### src/rtl/hazard_ctrl.sv
// Hazard controller for the 5-stage MIPS pipeline: operand forwarding, load-use/branch
// stalls, and the mult/div sequencer that strobes HI/LO and holds dependent instructions.
module hazard_ctrl #(
    parameter int MULT_CYCLES = 4,
    parameter int DIV_CYCLES  = 32,
    parameter int CW          = 6
) (
    input  logic       clk,
    input  logic       reset,
    input  logic [4:0] rsd,
    input  logic [4:0] rtd,
    input  logic [4:0] rse,
    input  logic [4:0] rte,
    input  logic [4:0] writerege,
    input  logic [4:0] writeregm,
    input  logic [4:0] writeregw,
    input  logic       regwritee,
    input  logic       regwritem,
    input  logic       regwritew,
    input  logic       memtorege,
    input  logic       memtoregm,
    input  logic       branchd,
    input  logic       pcsrcd,
    input  logic       mdstartd,
    input  logic       mdopd,
    input  logic       mfhilod,
    output logic       forwardad,
    output logic       forwardbd,
    output logic [1:0] forwardae,
    output logic [1:0] forwardbe,
    output logic       stallf,
    output logic       stalld,
    output logic       flushd,
    output logic       flushe,
    output logic       mdbusy,
    output logic       hilo_we
);

    typedef enum logic {IDLE, BUSY} md_state_t;

    md_state_t     state_q, state_d;
    logic [CW-1:0] cnt_q, cnt_d;
    logic          lwstall, branchstall, mdstall, stall;
    logic          rsd_nz, rtd_nz, rse_nz, rte_nz;

    assign rsd_nz = (rsd != 5'd0);
    assign rtd_nz = (rtd != 5'd0);
    assign rse_nz = (rse != 5'd0);
    assign rte_nz = (rte != 5'd0);

    // M-stage result is younger than W, so it wins when both match.
    always_comb begin
        forwardae = 2'b00;
        forwardbe = 2'b00;
        if (rse_nz && rse == writeregm && regwritem)      forwardae = 2'b10;
        else if (rse_nz && rse == writeregw && regwritew) forwardae = 2'b01;
        if (rte_nz && rte == writeregm && regwritem)      forwardbe = 2'b10;
        else if (rte_nz && rte == writeregw && regwritew) forwardbe = 2'b01;
    end

    assign forwardad = rsd_nz && (rsd == writeregm) && regwritem;
    assign forwardbd = rtd_nz && (rtd == writeregm) && regwritem;

    assign lwstall = memtorege && rte_nz && ((rte == rsd) || (rte == rtd));

    assign branchstall = branchd && (
        (regwritee && (writerege != 5'd0) && (writerege == rsd || writerege == rtd)) ||
        (memtoregm && (writeregm != 5'd0) && (writeregm == rsd || writeregm == rtd)));

    always_comb begin
        state_d = state_q;
        cnt_d   = cnt_q;
        case (state_q)
            IDLE: begin
                if (mdstartd && !lwstall && !branchstall) begin
                    state_d = BUSY;
                    cnt_d   = mdopd ? CW'(DIV_CYCLES - 1) : CW'(MULT_CYCLES - 1);
                end
            end
            BUSY: begin
                if (cnt_q == '0) state_d = IDLE;
                else             cnt_d   = cnt_q - CW'(1);
            end
            default: state_d = IDLE;
        endcase
    end

    always_ff @(posedge clk) begin
        if (reset) begin
            state_q <= IDLE;
            cnt_q   <= '0;
        end else begin
            state_q <= state_d;
            cnt_q   <= cnt_d;
        end
    end

    // The strobe cycle still counts as busy, so an mfhi/mflo there waits one more cycle.
    assign mdbusy  = (state_q == BUSY);
    assign hilo_we = mdbusy && (cnt_q == '0);
    assign mdstall = mdbusy && (mdstartd || mfhilod);
    assign stall   = lwstall || branchstall || mdstall;

    assign stallf = stall;
    assign stalld = stall;
    assign flushe = stall;
    assign flushd = pcsrcd && !stall;

endmodule

### config.mk
export PLATFORM = sky130hd
export DESIGN_NAME = hazard_ctrl
export DESIGN_NICKNAME = d
export VERILOG_FILES = /design/src/rtl/hazard_ctrl.sv
export SDC_FILE = /design/constraint.sdc
export NUM_CORES = 1
export LEC_CHECK = 0
export CAP_MARGIN = 5
export CORE_MARGIN = 2
export CORE_UTILIZATION = 30
export CTS_CLUSTER_DIAMETER = 150
export DETAILED_ROUTE_END_ITERATION = 8
export REMOVE_ABC_BUFFERS = 1
export SLEW_MARGIN = 30
export SYNTH_ARGS = -nofsm -noshare
export SYNTH_HDL_FRONTEND = slang
export SYNTH_SLANG_ARGS = --single-unit
### constraint.sdc
create_clock -name clk -period 5 [get_ports clk]
set_input_delay 0.75 -clock clk [delete_from_list [all_inputs] [get_ports clk]]
set_output_delay 0.75 -clock clk [all_outputs]
set_load 0.1 [all_outputs]
==> metrics.txt, run 1 <==
# TYPE chip_impl_metric gauge
chip_impl_metric{name="worst_hold_path.num_cells",unit=""} 2
chip_impl_metric{name="critPathArrivalTime",unit="ps"} 2880
chip_impl_info{name="yosys-top-cells-area",value="xnor2_1 (25%), dfxtp_1 (12%), xor2_1 (10%)"} 1
chip_impl_metric{name="length_of_the_first_detailed_routing_pass_in_iterations",unit=""} 4
chip_impl_metric{name="timing.critical_path.required",unit="ps"} 4250
chip_impl_metric{name="mappedNetlistArea",unit="µm²"} 1200
chip_impl_info{name="crit_path_end_kind",value="primary output"} 1
chip_impl_metric{name="power_density",unit="nW/µm²"} 207
chip_impl_metric{name="worst_pin_slew",unit="ps"} 961
chip_impl_metric{name="drc",unit=""} 0
chip_impl_metric{name="area_delta_synth_final",unit="%"} 49.4
chip_impl_metric{name="number_of_clock_buffers_inserted_by_tritoncts",unit=""} 3
chip_impl_metric{name="nets",unit=""} 257
chip_impl_info{name="startpoint_type",value="input pin"} 1
chip_impl_metric{name="maxcap_violations",unit=""} 0
chip_impl_info{name="yosys.area.top_type",value="xnor2_1"} 1
chip_impl_info{name="worst_min_delay_path_startpoint",value="cnt_q[4]$_SDFFE_PP0P_"} 1
chip_impl_metric{name="layout_cell_share_with_drive_strength_beyond_1",unit="%"} 10.6
chip_impl_metric{name="ff2ff_setup_slack",unit="ps"} 3460
chip_impl_metric{name="cts_repair_resize_count",unit=""} 0
chip_impl_info{name="outcome",value="complete, no violations"} 1
chip_impl_metric{name="sequential_cell_area",unit="µm²"} 140
chip_impl_metric{name="maxSlewHeadroom",unit="%"} 35.7
chip_impl_metric{name="grt_antenna_before_repair",unit=""} 0
chip_impl_metric{name="synth.top_cell.area_share",unit="%"} 24.7
chip_impl_metric{name="p_total",unit="mW"} 0.373
chip_impl_metric{name="clk_pin_slew_worst_paths",unit="ps"} 40
chip_impl_metric{name="die_height",unit="µm"} 67.4
chip_impl_info{name="r2r_end",value="cnt_q[3]$_SDFFE_PP0P_"} 1
chip_impl_metric{name="vias",unit=""} 1253
chip_impl_metric{name="pin_count_of_the_biggest_net_entering_global_routing",unit=""} 11
chip_impl_metric{name="totalNegativeSetupSlack",unit="ps"} 0
chip_impl_metric{name="dpl.hpwl",unit="µm"} 2940
chip_impl_metric{name="gr-usage-all-layers",unit="%"} 15.9
chip_impl_metric{name="syn_area_per_cell",unit="µm²"} 7.63
chip_impl_metric{name="antenna-diode-count",unit=""} 0
chip_impl_info{name="r2r_start",value="cnt_q[0]$_SDFFE_PP0P_"} 1
chip_impl_info{name="whs_endpoint",value="cnt_q[4]$_SDFFE_PP0P_"} 1
chip_impl_metric{name="power.leakage",unit="nW"} 0.628
chip_impl_metric{name="layout.filler_cells",unit=""} 409
chip_impl_info{name="path_class",value="input pin to primary output"} 1
chip_impl_metric{name="die_area",unit="µm²"} 4540
chip_impl_info{name="rsz0062_at_grt",value="false"} 1
chip_impl_metric{name="reg2regPathDepth",unit=""} 7
chip_impl_metric{name="max_h_tree_level",unit=""} 1
chip_impl_metric{name="clock_sinks",unit=""} 7
chip_impl_metric{name="drtAntennaViolNets",unit=""} 0
chip_impl_metric{name="post-cts-setup-buffer-count",unit=""} 0
chip_impl_metric{name="std_cell_rows",unit=""} 23
chip_impl_metric{name="post_drt_wl_per_cell",unit="µm"} 13.5
chip_impl_metric{name="viasPerCell",unit=""} 4.88
chip_impl_metric{name="ys_warn_count",unit=""} 0
chip_impl_metric{name="fin_crit_sh",unit="%"} 72.5
chip_impl_metric{name="post_synth_num_cell_types",unit=""} 39
chip_impl_metric{name="synth.ff_latch_count",unit=""} 7
chip_impl_metric{name="multi_input_area",unit="µm²"} 982
chip_impl_metric{name="final_max_slew_viol_count",unit=""} 0
chip_impl_metric{name="grt-ovfl-total",unit=""} 0
chip_impl_metric{name="hold_violations",unit=""} 0
chip_impl_info{name="cts_tree",value="yes"} 1
chip_impl_metric{name="ioPinCount",unit=""} 59
chip_impl_info{name="clk_root_buffer_cell",value="clkbuf_8"} 1
chip_impl_metric{name="critical_path_peak_fanout",unit=""} 5
chip_impl_metric{name="placeableCoreArea",unit="µm²"} 3940
chip_impl_metric{name="power.ir.vdd_worst",unit="mV"} 0.0897
chip_impl_metric{name="cts-root-to-sink-buffers",unit=""} 2
chip_impl_metric{name="yosysSeqAreaShare",unit="%"} 11.6
chip_impl_metric{name="wirelength",unit="µm"} 3470
chip_impl_metric{name="first_global_vias",unit=""} 1186
chip_impl_metric{name="wire_length_of_the_first_global_routing_pass",unit="µm"} 5550
chip_impl_metric{name="clock_skew",unit="ps"} 5.26
chip_impl_metric{name="synthesis.instances",unit=""} 158
chip_impl_metric{name="fp.dieW",unit="µm"} 67.4
chip_impl_metric{name="cts.hold.buffers_added",unit=""} 0
chip_impl_info{name="hp-class",value="flip-flop to flip-flop"} 1
chip_impl_metric{name="buffer_ports.inserted",unit=""} 58
chip_impl_metric{name="dr.first_iter.drc_count",unit=""} 48
chip_impl_metric{name="period_needed",unit="ps"} 3630
chip_impl_metric{name="clock_latency",unit="ps"} 230
chip_impl_metric{name="achievable-frequency",unit="MHz"} 276
chip_impl_metric{name="setup_viol",unit=""} 0
chip_impl_metric{name="place.gp.congestion",unit=""} 0.910
chip_impl_metric{name="start_util",unit="%"} 30.6
## cell usage after synthesis
| cell type | n |
|---|---|
| a21o_1 | 2 |
| a21oi_1 | 7 |
| a22oi_4 | 1 |
| a311o_2 | 1 |
| a41oi_4 | 1 |
| and2_2 | 1 |
| and3_1 | 1 |
| and4_2 | 1 |
| buf_1 | 2 |
| buf_2 | 3 |
| buf_4 | 2 |
| buf_6 | 1 |
| clkbuf_1 | 5 |
| dfxtp_1 | 7 |
| ha_1 | 2 |
| inv_1 | 4 |
| nand2_1 | 9 |
| nand2b_1 | 1 |
| nand3_1 | 9 |
| nand3b_1 | 3 |
| nand4_1 | 2 |
| nor2_1 | 10 |
| nor2_4 | 1 |
| nor2b_1 | 1 |
| nor2b_2 | 1 |
| nor3_1 | 10 |
| nor3b_1 | 1 |
| nor4_1 | 4 |
| o211ai_1 | 1 |
| o21ai_0 | 4 |
| o22ai_1 | 2 |
| o311a_4 | 1 |
| o31a_1 | 1 |
| o32ai_1 | 3 |
| or3_1 | 1 |
| or4_1 | 3 |
| or4_4 | 1 |
| xnor2_1 | 34 |
| xor2_1 | 14 |
## state kept, by name, indices dropped and copies added, names as in the netlist
signal and count:
cnt_q 6, mdbusy 1
## critical path, cell delays in order
cell and delay [ps]:
clkdlybuf4s50_1 540, or4_4 590, nor2_4 120, nor2b_2 70
a22oi_4 200, and2_2 180, and3_1 140, buf_4 280
## layer usage
metal  vias to the layer above  track usage, %  wire [µm]
met1                       567            20.8       1580
li1                        650               -          -
met2                        36            28.2       1710
met3                         0            2.83        186
met4                         0            1.28          0
met5                         -               0          0
## cells by family after synthesis
kind of cell	count (synthesis)	share of synthesized area, %
simple gates	60	27.4
xor+xnor	48	34.9
compound gates	24	17.1
buf+inv	17	6.85
flops	7	11.6
fa+ha+maj	2	2.08
## final cells by class
| type | count | area share, % |
|---|---|---|
| multi-input cells | 134 | 54.6 |
| repair buffers | 58 | 30.9 |
| flip-flops and latches | 7 | 7.78 |
| well taps | 50 | 3.47 |
| clock buffers | 4 | 2.50 |
| inverters | 4 | 0.834 |
## cells in the final DEF (no fill, tap or decap), drive strengths merged, types with 7 or more instances in the layout
cell type	count
dfxtp	7
buf	10
xor2	14
clkdlybuf4s50	48
nand3	9
nor2	11
xnor2	34
a21oi	7
nand2	9
nor3	10
## how the worst max path moves through the flow
stage | endpoint | cells after the start | start | slack [ps]
2_1_floorplan | forwardbe[0] | 4 | writeregm[3] | -1600
3_3_place_gp | flushd | 8 | rte[1] | 1380
3_5_place_dp | flushd | 8 | rte[1] | 1360
4_1_cts | flushd | 8 | rte[1] | 1360
5_1_grt | flushd | 8 | rte[2] | 1260
6_report | flushd | 8 | rte[1] | 1370
## metrics by stage
step | instances | util (%) | worst slack, ps | hold slack, ps | instance area (µm²)
after detailed placement | 253 | 44.5 | 1360 | 498 | 1760
final | 257 | 45.7 | 1370 | 506 | 1800
after global placement | 253 | 44.5 | 1380 | 504 | 1760
after global routing | 257 | 45.7 | 1260 | 528 | 1800
after CTS | 257 | 45.7 | 1360 | 506 | 1800
after floorplan | 145 | - | -1600 | 475 | 1140
## power breakdown
part           switching (mW)  leakage [nW]  internal, mW  total (mW)
Clock                  0.0239        0.0228        0.0551      0.0790
Combinational           0.131         0.548        0.0909       0.222
Sequential            0.00726        0.0578        0.0641      0.0714
No activity file was read; power rests on OpenSTA's default activity.
==> run 2, diff against run 1 <==
Clock period 5 ns to 3 ns, I/O delays scaled along.
==> run 2 against run 1 <==
Total power up 76%. Sequential power up 67%. Final area up 12%. Global-route usage up 0.83 points. Critical endpoint is now stalld.
==> metrics.txt, run 2 (same netlist as run 1, synthesis figures left out) <==
# TYPE chip_impl_metric gauge
chip_impl_metric{name="nets",unit=""} 270
chip_impl_metric{name="final_util",unit="%"} 51.2
chip_impl_info{name="outcome",value="complete, no violations"} 1
chip_impl_metric{name="hold_violations",unit=""} 0
chip_impl_metric{name="timing.critical_path.required",unit="ps"} 2550
chip_impl_metric{name="std_cell_rows",unit=""} 23
chip_impl_metric{name="maxcap_violations",unit=""} 0
chip_impl_info{name="rsz0062_at_grt",value="false"} 1
chip_impl_metric{name="placedInstanceArea",unit="µm²"} 1970
chip_impl_metric{name="critPathArrivalTime",unit="ps"} 2370
chip_impl_metric{name="ff2ff_setup_slack",unit="ps"} 1360
chip_impl_metric{name="grt-ovfl-total",unit=""} 0
chip_impl_metric{name="power_density",unit="nW/µm²"} 325
chip_impl_metric{name="post-cts-setup-buffer-count",unit=""} 0
chip_impl_metric{name="critical_path_peak_fanout",unit=""} 3
chip_impl_metric{name="viasPerCell",unit=""} 4.87
chip_impl_metric{name="largest_register_ff_count",unit=""} 6
chip_impl_metric{name="area_delta_synth_final",unit="%"} 67.6
chip_impl_info{name="critical_path.slowest_cell",value="clkdlybuf4s50_1"} 1
chip_impl_metric{name="drc",unit=""} 0
chip_impl_metric{name="clock_skew",unit="ps"} 2.54
chip_impl_metric{name="fp.dieW",unit="µm"} 67.4
chip_impl_metric{name="number_of_clock_buffers_inserted_by_tritoncts",unit=""} 3
chip_impl_info{name="critPathTopFamily",value="simple AND/OR/NAND/NOR gates"} 1
chip_impl_info{name="cts_tree",value="yes"} 1
chip_impl_info{name="register_containing_the_most_flip_flops_in_the_final_layout",value="cnt_q"} 1
chip_impl_metric{name="placeableCoreArea",unit="µm²"} 3940
chip_impl_metric{name="die_area",unit="µm²"} 4540
chip_impl_metric{name="dr.first_iter.drc_count",unit=""} 39
chip_impl_metric{name="psw",unit="mW"} 0.276
chip_impl_info{name="r2r_start",value="cnt_q[0]$_SDFFE_PP0P_"} 1
chip_impl_metric{name="worst-path-stages",unit=""} 7
chip_impl_metric{name="cts-root-to-sink-buffers",unit=""} 2
chip_impl_metric{name="first_global_vias",unit=""} 1273
chip_impl_metric{name="length_of_the_first_detailed_routing_pass_in_iterations",unit=""} 3
chip_impl_metric{name="max_h_tree_level",unit=""} 1
chip_impl_metric{name="buffer_ports.inserted",unit=""} 58
chip_impl_metric{name="grt_antenna_before_repair",unit=""} 0
chip_impl_metric{name="antenna-diode-count",unit=""} 0
chip_impl_info{name="critical_path.startpoint",value="writerege[1]"} 1
chip_impl_info{name="final_common_cell",value="clkdlybuf4s50_1"} 1
chip_impl_metric{name="clock_latency",unit="ps"} 220
chip_impl_metric{name="register_share_of_total_power",unit="%"} 18.2
chip_impl_metric{name="worst_pin_slew",unit="ps"} 403
chip_impl_metric{name="critical_path_buf_inv_count",unit=""} 2
chip_impl_metric{name="p_sw_share",unit="%"} 42.2
chip_impl_metric{name="vias",unit=""} 1316
chip_impl_info{name="hp-class",value="flip-flop to flip-flop"} 1
chip_impl_metric{name="period_needed",unit="ps"} 2820
chip_impl_metric{name="post-route-cell-area",unit="µm²"} 2020
chip_impl_metric{name="final_max_slew_viol_count",unit=""} 0
chip_impl_metric{name="power.leakage",unit="nW"} 0.728
chip_impl_metric{name="ioPinCount",unit=""} 59
chip_impl_info{name="clk_root_buffer_cell",value="clkbuf_8"} 1
chip_impl_metric{name="die_height",unit="µm"} 67.4
chip_impl_info{name="path_class",value="input pin to primary output"} 1
chip_impl_metric{name="clock_sinks",unit=""} 7
chip_impl_metric{name="layout_cell_share_with_drive_strength_beyond_1",unit="%"} 17.3
chip_impl_metric{name="clock_power_share",unit="%"} 19.6
chip_impl_metric{name="pin_count_of_the_biggest_net_entering_global_routing",unit=""} 11
chip_impl_metric{name="cts_repair_resize_count",unit=""} 0
chip_impl_metric{name="power.ir.vdd_worst",unit="mV"} 0.146
chip_impl_info{name="worst_setup_path_endpoint",value="stalld"} 1
chip_impl_info{name="final_cell_mix",value="clkdlybuf4s50_1 (46), xnor2_1 (34), buf_4 (15), xor2_1 (14)"} 1
chip_impl_metric{name="reg2regPathDepth",unit=""} 7
chip_impl_metric{name="p_int",unit="mW"} 0.379
chip_impl_info{name="r2r_end",value="cnt_q[4]$_SDFFE_PP0P_"} 1
chip_impl_metric{name="pwr-share-comb",unit="%"} 62.2
chip_impl_metric{name="place.gp.congestion",unit=""} 0.789
chip_impl_metric{name="setup_viol",unit=""} 0
chip_impl_metric{name="cts.hold.buffers_added",unit=""} 0
chip_impl_metric{name="timing.critical_path.slowest_cell_delay",unit="ps"} 470
chip_impl_metric{name="achievable-frequency",unit="MHz"} 355
chip_impl_metric{name="post_drt_wl_per_cell",unit="µm"} 13.2
chip_impl_metric{name="wire_length_of_the_first_global_routing_pass",unit="µm"} 5890
chip_impl_metric{name="wirelength",unit="µm"} 3570
chip_impl_metric{name="layout.filler_cells",unit=""} 386
chip_impl_metric{name="gr-usage-all-layers",unit="%"} 16.7
chip_impl_metric{name="clk_pin_slew_worst_paths",unit="ps"} 40
chip_impl_metric{name="fin_crit_sh",unit="%"} 94.0
chip_impl_metric{name="dpl.hpwl",unit="µm"} 3080
chip_impl_metric{name="start_util",unit="%"} 30.6
chip_impl_metric{name="drtAntennaViolNets",unit=""} 0
chip_impl_info{name="startpoint_type",value="input pin"} 1
chip_impl_info{name="cp_cell_sequence",value="clkdlybuf4s50_1, or3_1, o311a_4, a22oi_4, and2_2, nand2_1, buf_12"} 1
chip_impl_metric{name="maxSlewHeadroom",unit="%"} 72.9
chip_impl_info{name="crit_path_end_kind",value="primary output"} 1
## run 2: cell types whose count changed in the layout (fill, tap and decap cells not counted), sizes merged
cell	previous run	this run
clkdlybuf4s50	48	46
clkinv	0	1
clkbuf	4	3
buf	10	25
## run 2: how the worst min path moves through the flow
stage | start | to | depth (start not counted)
2_1_floorplan | cnt_q[1]$_SDFFE_PP0P_ | cnt_q[1]$_SDFFE_PP0P_ | 1
3_3_place_gp | cnt_q[1]$_SDFFE_PP0P_ | cnt_q[1]$_SDFFE_PP0P_ | 1
3_5_place_dp | cnt_q[4]$_SDFFE_PP0P_ | cnt_q[4]$_SDFFE_PP0P_ | 2
4_1_cts | cnt_q[1]$_SDFFE_PP0P_ | cnt_q[1]$_SDFFE_PP0P_ | 1
5_1_grt | cnt_q[1]$_SDFFE_PP0P_ | cnt_q[1]$_SDFFE_PP0P_ | 1
6_report | cnt_q[1]$_SDFFE_PP0P_ | cnt_q[1]$_SDFFE_PP0P_ | 1
## run 2: power groups by stage
stage	Clock [mW]	Combinational, mW	Sequential (mW)
floorplan	0	0.222	0.130
global placement	0	0.407	0.120
detailed placement	0	0.409	0.121
CTS	0.133	0.411	0.119
global route	0.139	0.437	0.121
finish	0.128	0.408	0.119
## run 2: cell type report
cell class	instances	area, µm²	area share (%)
clock buffer	3	41.3	2.04
timing repair buffer	71	773	38.3
clock inverter	1	5.00	0.248
multi-input combinational	134	982	48.6
sequential	7	140	6.94
tap	50	62.6	3.10
inverter	4	15.0	0.743
## run 2: worst register-to-register path: stages, from the launching register on
cell	delay, ps
dfxtp_1	340
inv_1	80
ha_1	220
nand3_1	110
nor2_1	50
nor2_1	280
a41oi_4	90
o32ai_1	360
## run 2: metrics by stage
stage | worst slack [ps] | hold WS [ps] | TNS (ps) | instances | total power, mW
finish | 180 | 518 | 0 | 270 | 0.655
CTS | 163 | 523 | 0 | 270 | 0.663
detailed placement | 165 | 504 | 0 | 266 | 0.530
global placement | 177 | 497 | 0 | 266 | 0.528
global route | 10.2 | 550 | 0 | 270 | 0.698
floorplan | -3000 | 475 | -7740 | 145 | 0.352
## run 2: metal layers
metal  GRT usage (%)  vias up  routed length, µm
met5               0        -                  0
met1            21.9      607               1640
met3            3.17        2                124
met2            29.1       26               1800
met4            2.30        0                 14
li1                -      681                  -
==> run 3, diff against run 2 <==
Settings changed: CAP_MARGIN 5 to 10, CORE_UTILIZATION 30 to 37, PLACE_DENSITY set to 0.77.
==> run 3 against run 2 <==
Core utilization up 13 points. Register-to-register slack gained 70 ps. Final area down 1.7%. First-iteration DRC count is 62% higher. Count of clock-buffer cells in the layout rose by 1. Critical path depth is the same. Worst hold slack lost 11 ps. Flip-flop and latch count did not move. Global-route usage up 3.3 points. Sequential share of layout area is 0.12 points higher. Combinational power about the same. Largest cell class unchanged. Highest routed layer unchanged.
==> metrics.txt, run 3 (same netlist as run 1, synthesis figures left out) <==
# TYPE chip_impl_metric gauge
chip_impl_metric{name="start_util",unit="%"} 39.1
chip_impl_metric{name="max_h_tree_level",unit=""} 1
chip_impl_metric{name="pin_count_of_the_biggest_net_entering_global_routing",unit=""} 11
chip_impl_metric{name="gr-usage-all-layers",unit="%"} 20.0
chip_impl_metric{name="reg2regPathDepth",unit=""} 7
chip_impl_metric{name="viasPerCell",unit=""} 5.04
chip_impl_metric{name="grt-ovfl-total",unit=""} 0
chip_impl_metric{name="ioPinCount",unit=""} 59
chip_impl_metric{name="maxSlewHeadroom",unit="%"} 76.3
chip_impl_info{name="cts_tree",value="yes"} 1
chip_impl_metric{name="die_area",unit="µm²"} 3730
chip_impl_metric{name="period_needed",unit="ps"} 2870
chip_impl_metric{name="critPathArrivalTime",unit="ps"} 2420
chip_impl_metric{name="clock_skew",unit="ps"} 3.33
chip_impl_metric{name="hold-worst-slack",unit="ps"} 507
chip_impl_metric{name="clock_sinks",unit=""} 7
chip_impl_metric{name="clk_pin_slew_worst_paths",unit="ps"} 50
chip_impl_metric{name="std_cell_rows",unit=""} 20
chip_impl_metric{name="placedInstanceArea",unit="µm²"} 1960
chip_impl_info{name="final_cell_mix",value="clkdlybuf4s50_1 (46), xnor2_1 (34), xor2_1 (14), buf_4 (14)"} 1
chip_impl_metric{name="timing.critical_path.required",unit="ps"} 2550
chip_impl_metric{name="setup_slack",unit="ps"} 133
chip_impl_metric{name="critical_path_peak_fanout",unit=""} 3
chip_impl_metric{name="number_of_clock_buffers_inserted_by_tritoncts",unit=""} 3
chip_impl_metric{name="fp.dieW",unit="µm"} 61.1
chip_impl_info{name="path_class",value="input pin to primary output"} 1
chip_impl_metric{name="layout_cell_share_with_drive_strength_beyond_1",unit="%"} 16.4
chip_impl_info{name="cp_cell_sequence",value="clkdlybuf4s50_1, or3_1, o311a_4, a22oi_4, and2_2, nand2_1, buf_12"} 1
chip_impl_metric{name="buffer_ports.inserted",unit=""} 58
chip_impl_info{name="critical_path.startpoint",value="writerege[0]"} 1
chip_impl_info{name="outcome",value="complete, no violations"} 1
chip_impl_metric{name="final_max_slew_viol_count",unit=""} 0
chip_impl_metric{name="totalNegativeSetupSlack",unit="ps"} 0
chip_impl_metric{name="setup_viol",unit=""} 0
chip_impl_info{name="critical_path.slowest_cell",value="clkdlybuf4s50_1"} 1
chip_impl_info{name="crit_path_end_kind",value="primary output"} 1
chip_impl_metric{name="drtAntennaViolNets",unit=""} 0
chip_impl_metric{name="maxcap_violations",unit=""} 0
chip_impl_metric{name="clock_latency",unit="ps"} 250
chip_impl_metric{name="die_height",unit="µm"} 61.1
chip_impl_metric{name="cts-root-to-sink-buffers",unit=""} 2
chip_impl_metric{name="dpl.hpwl",unit="µm"} 3040
chip_impl_info{name="clk_root_buffer_cell",value="clkbuf_4"} 1
chip_impl_metric{name="dr.first_iter.drc_count",unit=""} 63
chip_impl_metric{name="power_density",unit="nW/µm²"} 306
chip_impl_metric{name="achievable-frequency",unit="MHz"} 349
chip_impl_metric{name="worst_pin_slew",unit="ps"} 352
chip_impl_metric{name="placement.setup.worst_slack",unit="ps"} 134
chip_impl_metric{name="vias",unit=""} 1326
chip_impl_metric{name="power.leakage",unit="nW"} 0.713
chip_impl_metric{name="p_total",unit="mW"} 0.608
chip_impl_metric{name="placeableCoreArea",unit="µm²"} 3080
chip_impl_info{name="whs_endpoint",value="cnt_q[4]$_SDFFE_PP0P_"} 1
chip_impl_metric{name="area_delta_synth_final",unit="%"} 64.7
chip_impl_info{name="rsz0062_at_grt",value="false"} 1
chip_impl_metric{name="post-cts-setup-buffer-count",unit=""} 0
chip_impl_metric{name="worst_hold_path.num_cells",unit=""} 2
chip_impl_info{name="final_common_cell",value="clkdlybuf4s50_1"} 1
chip_impl_metric{name="largest_register_ff_count",unit=""} 6
chip_impl_metric{name="grt_antenna_before_repair",unit=""} 0
chip_impl_metric{name="wirelength",unit="µm"} 3500
chip_impl_metric{name="nets",unit=""} 269
chip_impl_metric{name="hold_violations",unit=""} 0
chip_impl_info{name="register_containing_the_most_flip_flops_in_the_final_layout",value="cnt_q"} 1
chip_impl_info{name="startpoint_type",value="input pin"} 1
chip_impl_metric{name="wire_length_of_the_first_global_routing_pass",unit="µm"} 5660
chip_impl_metric{name="post_drt_wl_per_cell",unit="µm"} 13.3
chip_impl_metric{name="critical_path_buf_inv_count",unit=""} 2
chip_impl_info{name="critPathTopFamily",value="simple AND/OR/NAND/NOR gates"} 1
chip_impl_metric{name="drc",unit=""} 0
chip_impl_info{name="hp-class",value="flip-flop to flip-flop"} 1
chip_impl_metric{name="post-route-cell-area",unit="µm²"} 1980
chip_impl_metric{name="length_of_the_first_detailed_routing_pass_in_iterations",unit=""} 4
chip_impl_metric{name="first_global_vias",unit=""} 1299
chip_impl_metric{name="cts_repair_resize_count",unit=""} 0
chip_impl_info{name="r2r_end",value="cnt_q[3]$_SDFFE_PP0P_"} 1
chip_impl_info{name="worst_min_delay_path_startpoint",value="cnt_q[4]$_SDFFE_PP0P_"} 1
chip_impl_metric{name="cts.hold.buffers_added",unit=""} 0
chip_impl_metric{name="antenna-diode-count",unit=""} 0
chip_impl_metric{name="fin_crit_sh",unit="%"} 95.6
chip_impl_info{name="r2r_start",value="cnt_q[0]$_SDFFE_PP0P_"} 1
chip_impl_metric{name="timing.critical_path.slowest_cell_delay",unit="ps"} 470
chip_impl_metric{name="ff2ff_setup_slack",unit="ps"} 1430
chip_impl_metric{name="place.gp.congestion",unit=""} 0.866
chip_impl_metric{name="power.ir.vdd_worst",unit="mV"} 0.138
[run 3: cell types whose count changed in the layout (fill, tap and decap cells not counted)]
cell and change:
clkbuf_4 +3, buf_4 -1, clkbuf_8 -3, clkbuf_1 +1, clkinv_2 -1
[run 3: worst min-delay path, delay by kind of cell, from the launching register on]
| kind | cells | cell delay (ps) |
|---|---|---|
| AO/OA/AOI/OAI | 1 | 70 |
| AND/OR/NAND/NOR | 1 | 80 |
| flip-flops | 1 | 300 |
[run 3: per-stage QoR]
stage               std cells  utilization (%)
finish                    263             64.5
floorplan                 145                -
global placement          259             63.6
global route              263             64.5
detailed placement        259             63.6
CTS                       263             64.5
[run 3: routing by layer]
layer	track usage, %	vias up	part of all wire, %	routed length, µm
met5	0	-	0	0
met2	37.4	31	52	1830
li1	-	674	-	-
met1	24.8	619	43	1520
met4	3.42	0	0.54	19
met3	2.31	2	3.9	135
[run 3: cell type report]
type | instances | area, µm²
inverters | 4 | 15.0
flip-flops and latches | 7 | 140
clock buffers | 4 | 26.3
well taps | 44 | 55.1
repair buffers | 70 | 766
fillers | 263 | 1090
multi-input cells | 134 | 982
[run 3: worst max path at each step]
stage | end | slack, ps | cells past startpoint
floorplan | forwardbe[0] | -3000 | 4
global placement | stalld | 170 | 7
detailed placement | stallf | 130 | 7
CTS | stallf | 130 | 7
global route | stallf | 30 | 7
finish | stallf | 130 | 7
[run 3: where the power goes]
| part | total [mW] | switching [mW] | leakage (nW) | internal [mW] |
|---|---|---|---|---|
| Clock | 0.0825 | 0.0319 | 0.0150 | 0.0506 |
| Combinational | 0.407 | 0.225 | 0.640 | 0.182 |
| Sequential | 0.119 | 0.0126 | 0.0578 | 0.107 |
